<file path="src/rtl/srx_pkg.sv">
// srx_pkg: shared UART receive definitions (state encodings, frame size).
// Also usable by the stx transmitter.
package srx_pkg;

  typedef enum logic [1:0] {
    RXIDLE  = 2'b00,
    RXSTART = 2'b01,
    RXDATA  = 2'b10,
    RXSTOP  = 2'b11
  } rx_state_e;

  localparam logic [3:0] BITNUM = 4'd8;

  function automatic logic maj3(
    input logic a,
    input logic b,
    input logic c
  );
    return (a & b) | (a & c) | (b & c);
  endfunction

endpackage

</file>
<file path="src/rtl/srx_sync.sv">
// srx_sync: 2-flop rxd synchronizer plus edge-detect flop, all reset to 1.
// Ports: clk, rst_n, rxd (async in), rxd_s (synced), fall_pulse (1->0 edge).
module srx_sync (
  input  logic clk,
  input  logic rst_n,
  input  logic rxd,
  output logic rxd_s,
  output logic fall_pulse
);

  logic       s1_q;
  logic       s2_q;
  logic       rxd_s_d_q;
  logic [1:0] live_q;
  logic       arm_q;

  // live_q[1] marks s2_q as holding a real pin sample rather than the
  // reset preset; arm_q then waits for a real high so a line that is
  // already low when reset lifts is never mistaken for a start edge.
  always_ff @(posedge clk or negedge rst_n) begin
    if (!rst_n) begin
      s1_q      <= 1'b1;
      s2_q      <= 1'b1;
      rxd_s_d_q <= 1'b1;
      live_q    <= 2'b00;
      arm_q     <= 1'b0;
    end else begin
      s1_q      <= rxd;
      s2_q      <= s1_q;
      rxd_s_d_q <= s2_q;
      live_q    <= {live_q[0], 1'b1};
      if (live_q[1] && s2_q)
        arm_q <= 1'b1;
    end
  end

  assign rxd_s      = s2_q;
  assign fall_pulse = arm_q & rxd_s_d_q & ~s2_q;

endmodule

</file>
<file path="src/rtl/srx.sv">
// srx: 8N1 UART receiver, LSB first, DIVBAUD clk per bit.
// Ports: clk, rst_n, rxd -> rx_data, rx_valid, rx_frame_err. Macro SRX_MAJORITY_EN.
module srx
  import srx_pkg::*;
#(
  parameter logic [15:0] DIVBAUD = 16'd234
) (
  input  logic       clk,
  input  logic       rst_n,
  input  logic       rxd,
  output logic [7:0] rx_data,
  output logic       rx_valid,
  output logic       rx_frame_err
);

  localparam logic [15:0] HALFBAUD = DIVBAUD >> 1;
  localparam logic [2:0]  LASTBIT  = 3'(BITNUM - 4'd1);
  localparam logic [15:0] BIT_PT   = DIVBAUD - 16'd1;

  logic rxd_s;
  logic fall;
  logic smp;

  srx_sync u_sync (
    .clk        (clk),
    .rst_n      (rst_n),
    .rxd        (rxd),
    .rxd_s      (rxd_s),
    .fall_pulse (fall)
  );

`ifdef SRX_MAJORITY_EN
  // Start bit decides one cycle late; the data/stop grid is then anchored
  // one cycle later too, so BIT_PT lands on T+1 of every following bit.
  localparam logic [15:0] START_PT = HALFBAUD;

  logic [1:0] hist_q;

  always_ff @(posedge clk or negedge rst_n) begin
    if (!rst_n)
      hist_q <= 2'b11;
    else
      hist_q <= {hist_q[0], rxd_s};
  end

  assign smp = maj3(hist_q[1], hist_q[0], rxd_s);
`else
  localparam logic [15:0] START_PT = HALFBAUD - 16'd1;

  assign smp = rxd_s;
`endif

  rx_state_e   state_q;
  logic [15:0] cnt_q;
  logic [2:0]  bit_q;
  logic [7:0]  shreg_q;
  logic [7:0]  data_q;
  logic        valid_q;
  logic        ferr_q;

  always_ff @(posedge clk or negedge rst_n) begin
    if (!rst_n) begin
      state_q <= RXIDLE;
      cnt_q   <= '0;
      bit_q   <= '0;
      shreg_q <= '0;
      data_q  <= '0;
      valid_q <= 1'b0;
      ferr_q  <= 1'b0;
    end else begin
      valid_q <= 1'b0;
      ferr_q  <= 1'b0;
      unique case (state_q)
        RXIDLE: begin
          cnt_q <= '0;
          if (fall)
            state_q <= RXSTART;
        end
        RXSTART: begin
          if (cnt_q == START_PT) begin
            cnt_q <= '0;
            bit_q <= '0;
            state_q <= smp ? RXIDLE : RXDATA;
          end else begin
            cnt_q <= cnt_q + 16'd1;
          end
        end
        RXDATA: begin
          if (cnt_q == BIT_PT) begin
            cnt_q   <= '0;
            shreg_q <= {smp, shreg_q[7:1]};
            bit_q   <= bit_q + 3'd1;
            if (bit_q == LASTBIT)
              state_q <= RXSTOP;
          end else begin
            cnt_q <= cnt_q + 16'd1;
          end
        end
        RXSTOP: begin
          if (cnt_q == BIT_PT) begin
            cnt_q   <= '0;
            state_q <= RXIDLE;
            if (smp) begin
              data_q  <= shreg_q;
              valid_q <= 1'b1;
            end else begin
              ferr_q <= 1'b1;
            end
          end else begin
            cnt_q <= cnt_q + 16'd1;
          end
        end
        default: begin
          state_q <= RXIDLE;
          cnt_q   <= '0;
        end
      endcase
    end
  end

  assign rx_data      = data_q;
  assign rx_valid     = valid_q;
  assign rx_frame_err = ferr_q;

endmodule

</file>
<file path="config.mk">
export PLATFORM = sky130hd
export DESIGN_NAME = srx
export DESIGN_NICKNAME = d
export VERILOG_FILES = /design/src/rtl/srx_pkg.sv /design/src/rtl/srx_sync.sv /design/src/rtl/srx.sv
export SDC_FILE = /design/constraint.sdc
export NUM_CORES = 1
export LEC_CHECK = 0
export CORE_MARGIN = 2
export CORE_UTILIZATION = 44
export CTS_BUF_LIST = sky130_fd_sc_hd__clkbuf_8
export CTS_CLUSTER_SIZE = 16
export DETAILED_ROUTE_END_ITERATION = 8
export PLACE_DENSITY_LB_ADDON = 0.3
export SKIP_CTS_REPAIR_TIMING = 1
export SYNTH_ARGS = -nofsm -noshare
export SYNTH_HDL_FRONTEND = slang
export SYNTH_SLANG_ARGS = --single-unit
</file>
<file path="constraint.sdc">
create_clock -name clk -period 1.92 [get_ports clk]
set_input_delay 0.288 -clock clk [delete_from_list [all_inputs] [get_ports clk]]
set_output_delay 0.288 -clock clk [all_outputs]
set_load 0.01 [all_outputs]
</file>
==> results of run 1 <==
## metal layers
layer  vias to the layer above  global-route usage [%]  share of wire [%]  wire (um)
li1                        614                       -                  -          -
met1                       663                    19.4                 44       1530
met2                        24                    25.4                 51       1760
met3                         6                    4.27                3.5        120
met4                         0                    5.66                1.5         53
met5                         -                       0                  0          0
## metrics by stage
stage	hold WS, ns	worst slack (ns)
6_report	-0.00198	0.0322
5_1_grt	0.0448	-0.0421
4_1_cts	0.00834	-0.00516
3_5_place_dp	0.336	-0.00643
3_3_place_gp	0.330	0.0472
2_1_floorplan	-0.00759	0.189
## state kept, by name, indices dropped and copies added (netlist names), named ones only
signal            cells
cnt_q                16
rx_data               8
shreg_q               8
bit_q                 3
u_sync.live_q         2
rx_frame_err          1
rx_valid              1
state_q               1
u_sync.arm_q          1
u_sync.rxd_s          1
u_sync.rxd_s_d_q      1
u_sync.s1_q           1
## how the worst max path moves through the flow
stage	to	slack [ns]	cells past startpoint
finish	rx_data[4]$_DFFE_PN0P_	0.03	4
global route	rx_data[5]$_DFFE_PN0P_	-0.04	4
CTS	rx_data[4]$_DFFE_PN0P_	-0.005	5
detailed placement	rx_data[6]$_DFFE_PN0P_	-0.006	5
global placement	rx_data[5]$_DFFE_PN0P_	0.05	4
floorplan	rx_data[0]$_DFFE_PN0P_	0.19	7
## layout by cell type (no fill, tap or decap), types with 3 or more instances in the layout
cell,instances
dfstp_2,3
and3_1,6
ha_1,5
nor2_1,13
a21oi_1,4
inv_1,3
nor2b_1,3
mux2_2,17
buf_4,8
nand4_1,4
xor2_1,5
nand3_1,6
dfrtp_1,41
nand2_1,6
clkbuf_8,5
xnor2_1,5
clkdlybuf4s50_1,11
## final cells by class
class	instances	area share, %
clock buffers	5	2.94
clock inverters	3	2.78
inverters	3	0.481
multi-input cells	107	35.2
flip-flops and latches	45	48.3
well taps	52	2.78
repair buffers	20	7.48
## cells by family (layout without fill, tap and decap cells)
group / count (synthesis) / count (layout) / synth area share (%)
xor gates and xnor gates: 10 / 10 / 4.41
buffers and inverters: 7 / 31 / 2.33
other: 1 / 1 / 0.189
AOI/OAI and AO/OA: 17 / 17 / 6.05
muxes: 18 / 18 / 10.2
adders and majority gates: 5 / 5 / 3.15
and+or+nand+nor: 56 / 56 / 16.8
DFF: 45 / 45 / 56.9
## power groups by stage
| stage | Clock [mW] | Sequential, mW | Combinational (mW) |
|---|---|---|---|
| floorplan | 0 | 1.08 | 0.210 |
| global route | 0.911 | 1.11 | 0.328 |
| CTS | 0.857 | 1.09 | 0.284 |
| finish | 0.835 | 1.10 | 0.288 |
| detailed placement | 0 | 1.11 | 0.282 |
| global placement | 0 | 1.10 | 0.270 |
==> results.cfg, run 1 <==
[status]
status = finished with violations
violations = hold timing

[cells_and_area]
instances_no_fill = 235
multi_input_comb_area_um2 = 825
final_nets = 190
fill_cells = 348
final_core_util_pct = 53.8
drive_gt1_share_pct = 25.1
final_area_um2 = 2340
syn2layout_area_growth_pct = 18.0
seq_area_um2 = 1130
antenna_cells = 0

[synth]
synth_seq_cells = 45
yosysTopAreaCell = dfrtp_1
yosys.area.top_type_share_pct = 53.0
ys_types = 39
synth_ff_type = dfrtp_1
synth.yosys.seq_area_share_pct = 56.9
async_flop_share_pct = 100
synth.cell_area_um2 = 1980
yosysWarningCount = 0
avgSynthCellArea_um2 = 12.5
yosysMostFrequentCell = dfrtp_1
ys_top_cells_by_count = 42 x dfrtp_1, 17 x mux2_2, 13 x nor2_1
syn_inst = 159
synth_area_leaders = dfrtp_1 53%, mux2_2 9.6%, dfstp_2 4.0%
synth_nets = 167
synth-edff-count = 0

[setup_path]
required_ns = 2.10
timing.rr.end = rx_data[4]$_DFFE_PN0P_
cp-start-kind = flip-flop
endpoint_kind = flip-flop
crit_start = cnt_q[13]$_DFF_PN0_
r2r_start = cnt_q[13]$_DFF_PN0_
cp_top_family = simple AND/OR/NAND/NOR gates
r2r_cells = 4
cp_cell_sequence = nor4_1, and4_4, nand4_4, mux2_2
r2r_slack_ns = 0.03
cp.arrival_ns = 2.07
worstPathMaxFanout = 8
cpMaxStageDelayCell = nor4_1
crit_type = flip-flop to flip-flop
crit_path_max_incr_delay_ns = 0.47
cp.buffers_inverters = 0

[pwr]
p_switching_mw = 0.546
power_mw = 2.22
max-vdd-ir-drop_mv = 0.633
p_comb_share_pct = 13.0
p_per_area_nw_per_um2 = 948
intPower_mw = 1.67
swShare_pct = 24.6
clkPwrFrac_pct = 37.6
p_leak_nw = 1.09
seq_power_share_pct = 49.4

[drt]
vias_per_cell = 5.56
drt_first_pass_iters = 4
ant_nets = 0
drt-total-wl_um = 3460
route.vias.total = 1307
drt_iter0_drc = 83
drc = 0
wl_per_cell_um = 14.7

[sta]
maxSlewViolCount = 0
post-route-min-period_ns = 1.89
fin_skew_ns = 0.00966
setup_violations = 0
rsz0062_at_grt = true
final.setup.tns_ns = 0
worst_hold_slack_ns = -0.00198
fmax_ghz = 0.530
max_slew_margin_pct = 58.2
fin_crit_sh_pct = 98.3
finalHoldViolCount = 8
worstMarginPinSlew_ns = 0.627

[floorplanning]
initial_utilization_pct = 45.6
num_io_pins = 13
die-width_um = 71.2
die_y_um = 71.2
die_area_um2 = 5060
core_area_um2 = 4350
num_rows = 24

[hold_path]
hold_class = input pin to asynchronous set/reset pin

[flow_run]
timing.max_cap.violations = 0

[placed_design]
place_hpwl_um = 2500
port_buffers = 12
gp_congestion = 0.850
place_inst = 227
place_area_um2 = 2190

[global_route]
grt_pass1_wl_um = 6090
grt_max_degree = 30
grt_usage_pct = 15.4
overflow = 0
grt_antenna_before_repair = 0
grt_pass1_vias = 1303

[clocking]
cts_tree = built
h-tree-depth = 2
clk_pin_slew_ns = 0.09
cts_root_buf = clkbuf_8
ctsLongestPathBuffers = 2
clkSinkCount = 45
cts_buffers = 5
insertion_delay_ns = 0.30
No activity file was read; power rests on OpenSTA's default activity.
==> inputs of run 2 (changes only) <==
--- a/config.mk
+++ b/config.mk
@@ -6,7 +6,7 @@
 export NUM_CORES = 1
 export LEC_CHECK = 0
 export CORE_MARGIN = 2
-export CORE_UTILIZATION = 44
+export CORE_UTILIZATION = 60
 export CTS_BUF_LIST = sky130_fd_sc_hd__clkbuf_8
 export CTS_CLUSTER_SIZE = 16
 export DETAILED_ROUTE_END_ITERATION = 8
==> results.cfg, run 2 (synthesis gave the netlist of run 1 again) <==
[status]
status = completed

[floorplanning]
die_y_um = 61.5
die-width_um = 61.5
initial_utilization_pct = 64.0
die_area_um2 = 3780
num_io_pins = 13
num_rows = 20
core_area_um2 = 3100

[pwr]
max-vdd-ir-drop_mv = 0.674
intPower_mw = 1.70
p_per_area_nw_per_um2 = 959
seq_power_share_pct = 48.2
p_comb_share_pct = 15.1
clkPwrFrac_pct = 36.8
p_leak_nw = 1.10
swShare_pct = 25.0
p_switching_mw = 0.566

[hold_path]
hold_class = input pin to asynchronous set/reset pin

[flow_run]
timing.max_cap.violations = 0

[sta]
post-route-min-period_ns = 1.88
fin_skew_ns = 0.00646
fin_crit_sh_pct = 97.8
setup_violations = 0
worstMarginPinSlew_ns = 0.539
max_slew_margin_pct = 64.1
maxSlewViolCount = 0
fmax_ghz = 0.533
finalHoldViolCount = 0
worst_hold_slack_ns = 0.0538

[setup_path]
crit_type = flip-flop to flip-flop
timing.rr.end = bit_q[0]$_DFFE_PN0P_
r2r_start = cnt_q[0]$_DFF_PN0_
r2r_cells = 6
required_ns = 2.10
cp-start-kind = flip-flop
worstPathMaxFanout = 4
cp.arrival_ns = 2.05
r2r_slack_ns = 0.04
endpoint_kind = flip-flop

[global_route]
grt_pass1_vias = 1294
grt_max_degree = 46
grt_antenna_before_repair = 0
grt_usage_pct = 22.3
overflow = 0
grt_pass1_wl_um = 6000

[cells_and_area]
largest_reg_flops = 16
instances_no_fill = 228
final_area_um2 = 2360
final_nets = 191
antenna_cells = 0
largest_register = cnt_q
drive_gt1_share_pct = 24.5
final_common_cell = dfrtp_1
syn2layout_area_growth_pct = 18.9
final_cell_mix = 42 x dfrtp_1, 16 x mux2_2, 13 x nor2_1, 11 x clkdlybuf4s50_1, 9 x buf_4

[clocking]
cts_buffers = 5
clkSinkCount = 45
cts_tree = built
ctsLongestPathBuffers = 2
h-tree-depth = 2
clk_pin_slew_ns = 0.08
cts_root_buf = clkbuf_8
insertion_delay_ns = 0.29

[placed_design]
gp_congestion = 0.820
port_buffers = 12
place_area_um2 = 2180
place_hpwl_um = 2550
place_inst = 219

[drt]
drt_iter0_drc = 54
drc = 0
ant_nets = 0
drt_first_pass_iters = 4
wl_per_cell_um = 15.9
vias_per_cell = 5.84
route.vias.total = 1332
drt-total-wl_um = 3630
run 2: cell count changes in the layout (fill, tap and decap cells not counted), sizes merged:
cell / change
buf: +1
inv: +1
clkinv: -1
run 2: worst max-delay path by stage:
stage                     slack (ns)                endpoint                 from  cells after the start
after global placement          0.09  rx_data[6]$_DFFE_PN0P_  cnt_q[13]$_DFF_PN0_                      4
after CTS                      -0.02  rx_data[5]$_DFFE_PN0P_  cnt_q[13]$_DFF_PN0_                      4
final                           0.04    bit_q[0]$_DFFE_PN0P_   cnt_q[0]$_DFF_PN0_                      6
after floorplan                 0.19  rx_data[0]$_DFFE_PN0P_   cnt_q[1]$_DFF_PN0_                      7
after detailed placement       -0.01  rx_data[5]$_DFFE_PN0P_  cnt_q[13]$_DFF_PN0_                      4
after global routing          -0.009  rx_data[5]$_DFFE_PN0P_   cnt_q[8]$_DFF_PN0_                      4
run 2: stage by stage:
stage | total power, mW | setup WS, ns | TNS, ns | utilization, %
finish | 2.26 | 0.0426 | 0 | 76.0
global route | 2.37 | -0.00918 | -0.0114 | 76.0
CTS | 2.24 | -0.0237 | -0.112 | 74.7
detailed placement | 1.41 | -0.0117 | -0.0117 | 70.2
global placement | 1.37 | 0.0856 | 0 | 70.2
floorplan | 1.29 | 0.189 | 0 | -
run 2: layout make-up:
class / instances / area [um2]
Sequential cell: 45 / 1130
Clock buffer: 5 / 68.8
Inverter: 3 / 11.3
Multi-Input combinational cell: 107 / 843
Clock inverter: 3 / 68.8
Fill cell: 210 / 743
Tap cell: 44 / 55.1
Timing Repair Buffer: 21 / 183
run 2: layer usage:
metal  global-route usage, %  wire length, um
met1                    29.4             1610
met5                       0                0
met3                    5.88              160
met4                    8.21               87
met2                    35.5             1780
run 2: power groups by stage:
stage / clock network (mW) / logic [mW] / registers, mW
2_1_floorplan: 0 / 0.210 / 1.08
3_3_place_gp: 0 / 0.283 / 1.09
3_5_place_dp: 0 / 0.312 / 1.09
4_1_cts: 0.852 / 0.315 / 1.08
5_1_grt: 0.890 / 0.376 / 1.10
6_report: 0.832 / 0.341 / 1.09
run 2: critical path, stage by stage (launching register included):
cell and delay [ns]:
dfrtp_1 0.40, inv_1 0.07, ha_1 0.14, nor4bb_1 0.35, and4_1 0.33, a22oi_1 0.17
mux2_2 0.30
==> inputs of run 3 (changes only) <==
--- a/config.mk
+++ b/config.mk
@@ -5,7 +5,8 @@
 export SDC_FILE = /design/constraint.sdc
 export NUM_CORES = 1
 export LEC_CHECK = 0
-export CORE_MARGIN = 2
+export CORE_ASPECT_RATIO = 0.9
+export CORE_MARGIN = 1
 export CORE_UTILIZATION = 60
 export CTS_BUF_LIST = sky130_fd_sc_hd__clkbuf_8
 export CTS_CLUSTER_SIZE = 16
==> results.cfg, run 3 (synthesis gave the netlist of run 1 again) <==
[sta]
setup_violations = 0
fmax_ghz = 0.531
fin_crit_sh_pct = 98.1
final.setup.tns_ns = 0
maxSlewViolCount = 0
worst_hold_slack_ns = 0.356
finalHoldViolCount = 0
post-route-min-period_ns = 1.88
fin_skew_ns = 0.00549

[pwr]
p_leak_nw = 1.11
clkPwrFrac_pct = 33.4
seq_power_share_pct = 50.3
p_comb_share_pct = 16.3
p_per_area_nw_per_um2 = 919
intPower_mw = 1.60
p_switching_mw = 0.568
swShare_pct = 26.2
max-vdd-ir-drop_mv = 0.876

[drt]
drc = 0
ant_nets = 0
wl_per_cell_um = 16.7
drt_first_pass_iters = 4
drt-total-wl_um = 3820
drt_iter0_drc = 93
route.vias.total = 1314
vias_per_cell = 5.74

[cells_and_area]
largest_reg_flops = 16
final_nets = 194
final_common_cell = dfrtp_1
largest_register = cnt_q
antenna_cells = 0
syn2layout_area_growth_pct = 18.9
fill_cells = 208
final_area_um2 = 2360
final_core_util_pct = 76.4
drive_gt1_share_pct = 25.7
final_cell_mix = 42 x dfrtp_1, 16 x mux2_2, 13 x nor2_1, 11 x clkdlybuf4s50_1, 11 x buf_4

[placed_design]
place_area_um2 = 2200
port_buffers = 12
gp_congestion = 0.883
place_hpwl_um = 2700

[hold_path]
hold_class = flip-flop to flip-flop
whs_path_depth = 0
min_from = u_sync.live_q[0]$_DFF_PN0_
hold_path_end = u_sync.live_q[1]$_DFF_PN0_

[setup_path]
required_ns = 2.11
timing.rr.end = rx_data[7]$_DFFE_PN0P_
worstPathMaxFanout = 8
endpoint_kind = flip-flop
cp.arrival_ns = 2.08
r2r_cells = 6
r2r_slack_ns = 0.04
r2r_start = cnt_q[1]$_DFF_PN0_
crit_type = flip-flop to flip-flop
cp-start-kind = flip-flop

[floorplanning]
die-width_um = 62.6
die_y_um = 56.6
num_io_pins = 13
initial_utilization_pct = 64.2
die_area_um2 = 3540
core_area_um2 = 3090
num_rows = 19

[clocking]
clkSinkCount = 45
clk_pin_slew_ns = 0.08
insertion_delay_ns = 0.30
cts_buffers = 5
h-tree-depth = 2
ctsLongestPathBuffers = 2
cts_root_buf = clkbuf_8
cts_tree = built

[global_route]
grt_pass1_wl_um = 6470
overflow = 0
grt_pass1_vias = 1342
grt_max_degree = 24
grt_usage_pct = 24.9
grt_antenna_before_repair = 0

[flow_run]
timing.max_cap.violations = 0

[status]
status = completed
==> run 3: worst max-delay path, stage by stage, from the launching register on <==
cell      delay [ns]
dfrtp_1         0.40
inv_2           0.07
ha_1            0.15
nor4bb_4        0.27
and4_4          0.33
nand4_4         0.20
mux2_4          0.35
==> run 3: per-layer routing <==
layer,GRT usage [%],routed length [um],up-vias
li1,-,-,620
met2,38.7,1880,29
met4,8.97,61,0
met5,0,0,-
met1,32.0,1720,657
met3,9.55,154,8
==> run 3: metrics by stage <==
stage	setup WS [ns]	instances	power [mW]
floorplan	0.189	159	1.29
global placement	0.0465	220	1.39
detailed placement	-0.0633	220	1.43
CTS	-0.0631	228	2.15
global route	-0.0406	229	2.28
finish	0.0373	229	2.17
==> run 3: worst max path at each step <==
stage / from / cells after the start / end
floorplan: cnt_q[1]$_DFF_PN0_ / 7 / rx_data[0]$_DFFE_PN0P_
global placement: cnt_q[1]$_DFF_PN0_ / 6 / rx_data[4]$_DFFE_PN0P_
detailed placement: cnt_q[1]$_DFF_PN0_ / 6 / rx_data[5]$_DFFE_PN0P_
CTS: cnt_q[1]$_DFF_PN0_ / 6 / rx_data[5]$_DFFE_PN0P_
global route: cnt_q[1]$_DFF_PN0_ / 6 / rx_data[7]$_DFFE_PN0P_
finish: cnt_q[1]$_DFF_PN0_ / 6 / rx_data[7]$_DFFE_PN0P_
==> run 3: power by group through the flow <==
stage               registers [mW]  clock network [mW]  logic [mW]
floorplan                     1.08                   0       0.210
global placement              1.09                   0       0.303
detailed placement            1.10                   0       0.333
CTS                           1.08               0.743       0.334
global route                  1.10               0.785       0.397
finish                        1.09               0.724       0.353
==> run 3: final cells by class <==
class / instances / area (um2) / area share, %
Clock buffer: 6 / 82.6 / 3.50
Clock inverter: 2 / 33.8 / 1.43
Inverter: 3 / 11.3 / 0.477
Multi-Input combinational cell: 107 / 842 / 35.7
Sequential cell: 45 / 1130 / 47.9
Tap cell: 42 / 52.6 / 2.23
Timing Repair Buffer: 24 / 208 / 8.80
